--- config.mk ---
export PLATFORM = sky130hd
export DESIGN_NAME = router_fsm
export DESIGN_NICKNAME = d
export VERILOG_FILES = /design/src/rtl/router_pkg.sv /design/src/rtl/router_fsm.sv
export SDC_FILE = /design/constraint.sdc
export NUM_CORES = 1
export LEC_CHECK = 0
export CAP_MARGIN = 20
export CORE_AREA = 2 2 39 41
export CTS_CLUSTER_SIZE = 12
export DETAILED_ROUTE_END_ITERATION = 7
export DIE_AREA = 0 0 41 43
export PLACE_DENSITY = 0.72
export SYNTH_ARGS = -nofsm -noshare
export SYNTH_HDL_FRONTEND = slang
export SYNTH_SLANG_ARGS = --single-unit
--- constraint.sdc ---
create_clock -name clk -period 1.9 [get_ports clk]
set_clock_uncertainty 0.1 [all_clocks]
set_input_delay 0.285 -clock clk [delete_from_list [all_inputs] [get_ports clk]]
set_output_delay 0.285 -clock clk [all_outputs]
set_load 0.02 [all_outputs]
--- src/rtl/router_pkg.sv ---
// ---------------------------------------------------------------------------
// router_pkg
//   Shared definitions for the 1x3 router packet-reception controller:
//   state encoding, output-port count and the reserved (invalid) address.
//   Imported by router_fsm and by the other router blocks.
// ---------------------------------------------------------------------------
package router_pkg;

  localparam int         NUM_PORTS    = 3;
  localparam logic [1:0] ADDR_INVALID = 2'd3;

  typedef enum logic [2:0] {
    DECODE_ADDRESS     = 3'd0,
    LOAD_FIRST_DATA    = 3'd1,
    LOAD_DATA          = 3'd2,
    LOAD_PARITY        = 3'd3,
    FIFO_FULL_STATE    = 3'd4,
    LOAD_AFTER_FULL    = 3'd5,
    WAIT_TILL_EMPTY    = 3'd6,
    CHECK_PARITY_ERROR = 3'd7
  } state_t;

endpackage

--- src/rtl/router_fsm.sv ---
// ---------------------------------------------------------------------------
// router_fsm
//   Packet-reception controller for the 1x3 router. Sequences header decode,
//   payload load, FIFO-full stall and parity load/check for one packet at a
//   time. All outputs are decoded from the state register only.
//
//   state              | meaning
//   -------------------+------------------------------------------------------
//   DECODE_ADDRESS     | idle / header cycle, synchronizer latches din
//   WAIT_TILL_EMPTY    | header seen, waiting for the target FIFO to drain
//   LOAD_FIRST_DATA    | header byte written to FIFO
//   LOAD_DATA          | payload bytes written while pkt_valid is high
//   FIFO_FULL_STATE    | target FIFO full, source held off
//   LOAD_AFTER_FULL    | write the byte held during the stall
//   LOAD_PARITY        | parity byte written
//   CHECK_PARITY_ERROR | parity compare; internal parity registers cleared
//
// Ports
//   clk                      system clock, rising edge
//   rst                      asynchronous active-low reset
//   pkt_valid                source packet-valid (header .. last payload byte)
//   din[ADDR_W-1:0]          header address bits
//   fifo_full                full flag of the selected FIFO
//   fifo_empty_0..2          per-FIFO empty flags
//   soft_reset_0..2          per-FIFO timeout soft resets
//   parity_done              register block captured the parity byte
//   low_pkt_valid            register block saw pkt_valid drop while stalled
//   detect_addr, lfd_state, ld_state, laf_state, full_state,
//   write_enb_reg, rst_int_reg, busy   state-decoded controls
// ---------------------------------------------------------------------------
module router_fsm
  import router_pkg::*;
#(
  parameter int ADDR_W = 2
) (
  input  logic              clk,
  input  logic              rst,
  input  logic              pkt_valid,
  input  logic [ADDR_W-1:0] din,
  input  logic              fifo_full,
  input  logic              fifo_empty_0,
  input  logic              fifo_empty_1,
  input  logic              fifo_empty_2,
  input  logic              soft_reset_0,
  input  logic              soft_reset_1,
  input  logic              soft_reset_2,
  input  logic              parity_done,
  input  logic              low_pkt_valid,
  output logic              detect_addr,
  output logic              lfd_state,
  output logic              ld_state,
  output logic              laf_state,
  output logic              full_state,
  output logic              write_enb_reg,
  output logic              rst_int_reg,
  output logic              busy
);

  localparam int NUM_ADDR = 1 << ADDR_W;

  state_t            state_q;
  state_t            state_nxt;
  logic [ADDR_W-1:0] addr_q;
  logic [NUM_ADDR-1:0] empty_vec;
  logic [NUM_ADDR-1:0] soft_vec;
  logic              din_valid;
  logic              hdr_accept;

  // Flags padded out to the full address space so that any din/addr_q value
  // indexes in range; unused (invalid) slots read as 0.
  always_comb begin
    empty_vec    = '0;
    soft_vec     = '0;
    empty_vec[0] = fifo_empty_0;
    empty_vec[1] = fifo_empty_1;
    empty_vec[2] = fifo_empty_2;
    soft_vec[0]  = soft_reset_0;
    soft_vec[1]  = soft_reset_1;
    soft_vec[2]  = soft_reset_2;
  end

  assign din_valid  = (din != ADDR_W'(ADDR_INVALID));
  assign hdr_accept = (state_q == DECODE_ADDRESS) && pkt_valid && din_valid;

  always_ff @(posedge clk or negedge rst) begin
    if (!rst) begin
      state_q <= DECODE_ADDRESS;
      addr_q  <= '0;
    end else begin
      state_q <= state_nxt;
      if (hdr_accept) addr_q <= din;
    end
  end

  always_comb begin
    state_nxt = state_q;
    // Timeout on the selected FIFO abandons the packet from any busy state.
    if ((state_q != DECODE_ADDRESS) && soft_vec[addr_q]) begin
      state_nxt = DECODE_ADDRESS;
    end else begin
      case (state_q)
        DECODE_ADDRESS: begin
          if (pkt_valid && din_valid)
            state_nxt = empty_vec[din] ? LOAD_FIRST_DATA : WAIT_TILL_EMPTY;
        end
        WAIT_TILL_EMPTY: begin
          if (empty_vec[addr_q]) state_nxt = LOAD_FIRST_DATA;
        end
        LOAD_FIRST_DATA: state_nxt = LOAD_DATA;
        LOAD_DATA: begin
          // A full FIFO wins over end-of-packet: the last byte must be held.
          if (fifo_full)       state_nxt = FIFO_FULL_STATE;
          else if (!pkt_valid) state_nxt = LOAD_PARITY;
        end
        FIFO_FULL_STATE: begin
          if (!fifo_full) state_nxt = LOAD_AFTER_FULL;
        end
        LOAD_AFTER_FULL: begin
          if (parity_done)        state_nxt = DECODE_ADDRESS;
          else if (low_pkt_valid) state_nxt = LOAD_PARITY;
          else                    state_nxt = LOAD_DATA;
        end
        LOAD_PARITY: state_nxt = CHECK_PARITY_ERROR;
        CHECK_PARITY_ERROR: begin
          state_nxt = fifo_full ? FIFO_FULL_STATE : DECODE_ADDRESS;
        end
        default: state_nxt = DECODE_ADDRESS;
      endcase
    end
  end

  assign detect_addr   = (state_q == DECODE_ADDRESS);
  assign lfd_state     = (state_q == LOAD_FIRST_DATA);
  assign ld_state      = (state_q == LOAD_DATA);
  assign laf_state     = (state_q == LOAD_AFTER_FULL);
  assign full_state    = (state_q == FIFO_FULL_STATE);
  assign rst_int_reg   = (state_q == CHECK_PARITY_ERROR);
  assign write_enb_reg = (state_q == LOAD_DATA) || (state_q == LOAD_PARITY) ||
                         (state_q == LOAD_AFTER_FULL);
  assign busy          = !((state_q == DECODE_ADDRESS) || (state_q == LOAD_DATA));

endmodule

==> run metrics <==
max-slew violation count 0; Worst R2R Path Depth 5; initial antenna violation count 0; TNS Setup 0 ps; Tot Pwr 0.001107 W; Starting Density 35.35%; post-synthesis sequential area ratio 25.58%; die area 1763 µm²; Slew @ Worst Pin 319.6 ps; Post-DRT Antenna Nets 0; number of synthesis warnings 0; Reg2Reg Launch Point state_q[1]; height of the die 43 µm; Clock Latency Late Sink 240 ps; # Post-CTS Setup Buffers 0; first-pass GRT wire length 1994 µm; post-DR vias/cell 5.167; DR DRC count 0; Critical Path AT 1430 ps; antenna diode count 0; IO Pins 22; Clock Sinks 5; Placement Setup Slack 48.13 ps; Critical Path Start Type flip-flop; endpoints failing setup 0; Power Dens Cells 1463 nW/µm²; sw frac 44.21%; CTS tree done; Worst setup EP type primary output; routed length per instance 11.26 µm; area grow syn2layout 54.73%; # hold bufs at CTS 0; Worst R2R Setup Slack 380 ps; cts bufs inserted 3; Syn Inst Count 59; clk buf depth 2; clock transition at the registers of the reported paths 40 ps; Rows 14; Setup crit start state_q[0]; DRT Wirelength 1149 µm; Comb power frac 64.9%; Initial DRC Count 13; final worst setup slack 84.37 ps; clock share of power 10.7%; register area 128.9 µm²; Fin. Hold Viols 0; #FFs+latches synth 5; Max rail drop VDD 0.6476 mV; detailed placement HPWL 950 µm; dominant cells by area after synthesis dfrtp_1, mux2i_1, mux2_1; post-synth top area cell dfrtp_1; number of max-cap violations 0; critical-path maximum fanout 8; max frequency 0.5508 GHz; minimum clock period 1816 ps; Die Wd 41 µm; most frequent cells in the layout clkdlybuf4s50_1, dlygate4sd2_1, nand2_1; Hold Path Class input port to asynchronous set/reset pin; syn avg cell area 8.292 µm²; fin crit share 95.56%; CP required 1510 ps; Crit Path Category flip-flop to primary output; Switch Pwr 0.0004896 W; drt first pass iters 4; LEAKAGE 0.3577 nW; Core Region 1384 µm²; fillers 145; Port Buffers 21; Placer Congestion 0.8740; Layout Nets 101; vias in the first global route 460; largest net degree at the start of global routing 13; RSZ-0062 raised after global routing no; GRT Overall Usage 16.87%; slew margin rel. 78.57%; Sequential Power Share 24.4%; routed via count 527; worst r2r dst state_q[1]; Distinct cells, synth 34; clk root buf clkbuf_4; Synth top area share 25.58%; share of layout cells above drive strength 1 20.93%; remaining global-route overflow 0; H-tree depth 1; Synth Cell Area 489.2 µm²; most common cell after layout, fill and taps aside clkdlybuf4s50_1; Syn Nets 73; multi-input logic area 332.8 µm²; status complete, no violations; Internal Power 0.0006178 W; cts repair resizes 10
-- logic make-up after synthesis --
| kind of cell | count (synthesis) | share of synthesized area (%) |
|---|---|---|
| flip-flops | 5 | 25.58 |
| AND/OR/NAND/NOR | 28 | 33.25 |
| AO/OA/AOI/OAI | 16 | 24.04 |
| buffers and inverters | 5 | 6.392 |
| multiplexers | 5 | 10.74 |
-- synthesized netlist by cell type --
cell       count
a211oi_1       2
a21boi_1       1
a21oi_1        1
and2_4         1
and2b_1        1
and3_1         1
buf_2          1
buf_4          1
buf_6          1
dfrtp_1        5
inv_1          1
inv_2          1
mux2_1         2
mux2i_1        3
nand2_1        6
nand2b_1       3
nand3_1        1
nand3_2        1
nand3b_1       2
nor2_1         4
nor2b_1        1
nor2b_2        1
nor3_1         3
nor3_2         1
nor3b_1        1
o2111ai_1      1
o211a_1        1
o21ai_0        4
o21ai_1        1
o21bai_1       1
o221ai_1       1
o22ai_2        1
o31a_1         2
or2_2          1
-- flip-flops by register name, indices dropped and copies added (netlist names) --
register,flops
addr_q,2
state_q,3
-- stage by stage --
stage               utilization, %  cells  area [µm²]  hold slack, ps
global placement             52.98     98       733.2           419.2
detailed placement           52.98     98       733.2           425.0
global route                 54.70    102       757.0           181.0
floorplan                        -     59       489.2          -110.6
CTS                          54.52    102       754.5           164.7
finish                       54.70    102       757.0           172.8
-- worst max-delay path, stage by stage (launching register included) --
cell           delay (ps)
dfrtp_2               450
buf_4                 150
or2_2                 270
dlygate4sd2_1         320
-- how the worst max path moves through the flow --
stage	end	slack [ps]	cells past startpoint
6_report	busy	80	3
5_1_grt	busy	20	3
3_3_place_gp	full_state	90	3
3_5_place_dp	full_state	50	3
2_1_floorplan	addr_q[1]	320	3
4_1_cts	laf_state	20	3
-- final cells by class --
cell class | instances | share of cell area [%]
Sequential cell | 5 | 17.02
Inverter | 2 | 0.9917
Tap cell | 16 | 2.645
Clock buffer | 4 | 3.471
Multi-Input combinational cell | 49 | 43.97
Timing Repair Buffer | 26 | 31.90
-- layer usage --
layer | track usage, % | vias to the layer above | share of wire, %
li1 | - | 271 | -
met1 | 24.26 | 245 | 50
met2 | 22.50 | 9 | 46
met3 | 4.712 | 2 | 3.5
met4 | 8.000 | 0 | 0.96
met5 | 0 | - | 0
-- power by group through the flow --
stage / logic (W) / clock network, W / registers [W]
floorplan: 0.000544 / 0 / 0.000212
global placement: 0.000770 / 0 / 0.000258
detailed placement: 0.000773 / 0 / 0.000264
CTS: 0.000728 / 0.000126 / 0.000269
global route: 0.000801 / 0.000134 / 0.000282
finish: 0.000719 / 0.000118 / 0.000270
No activity file was read; power rests on OpenSTA's default activity.
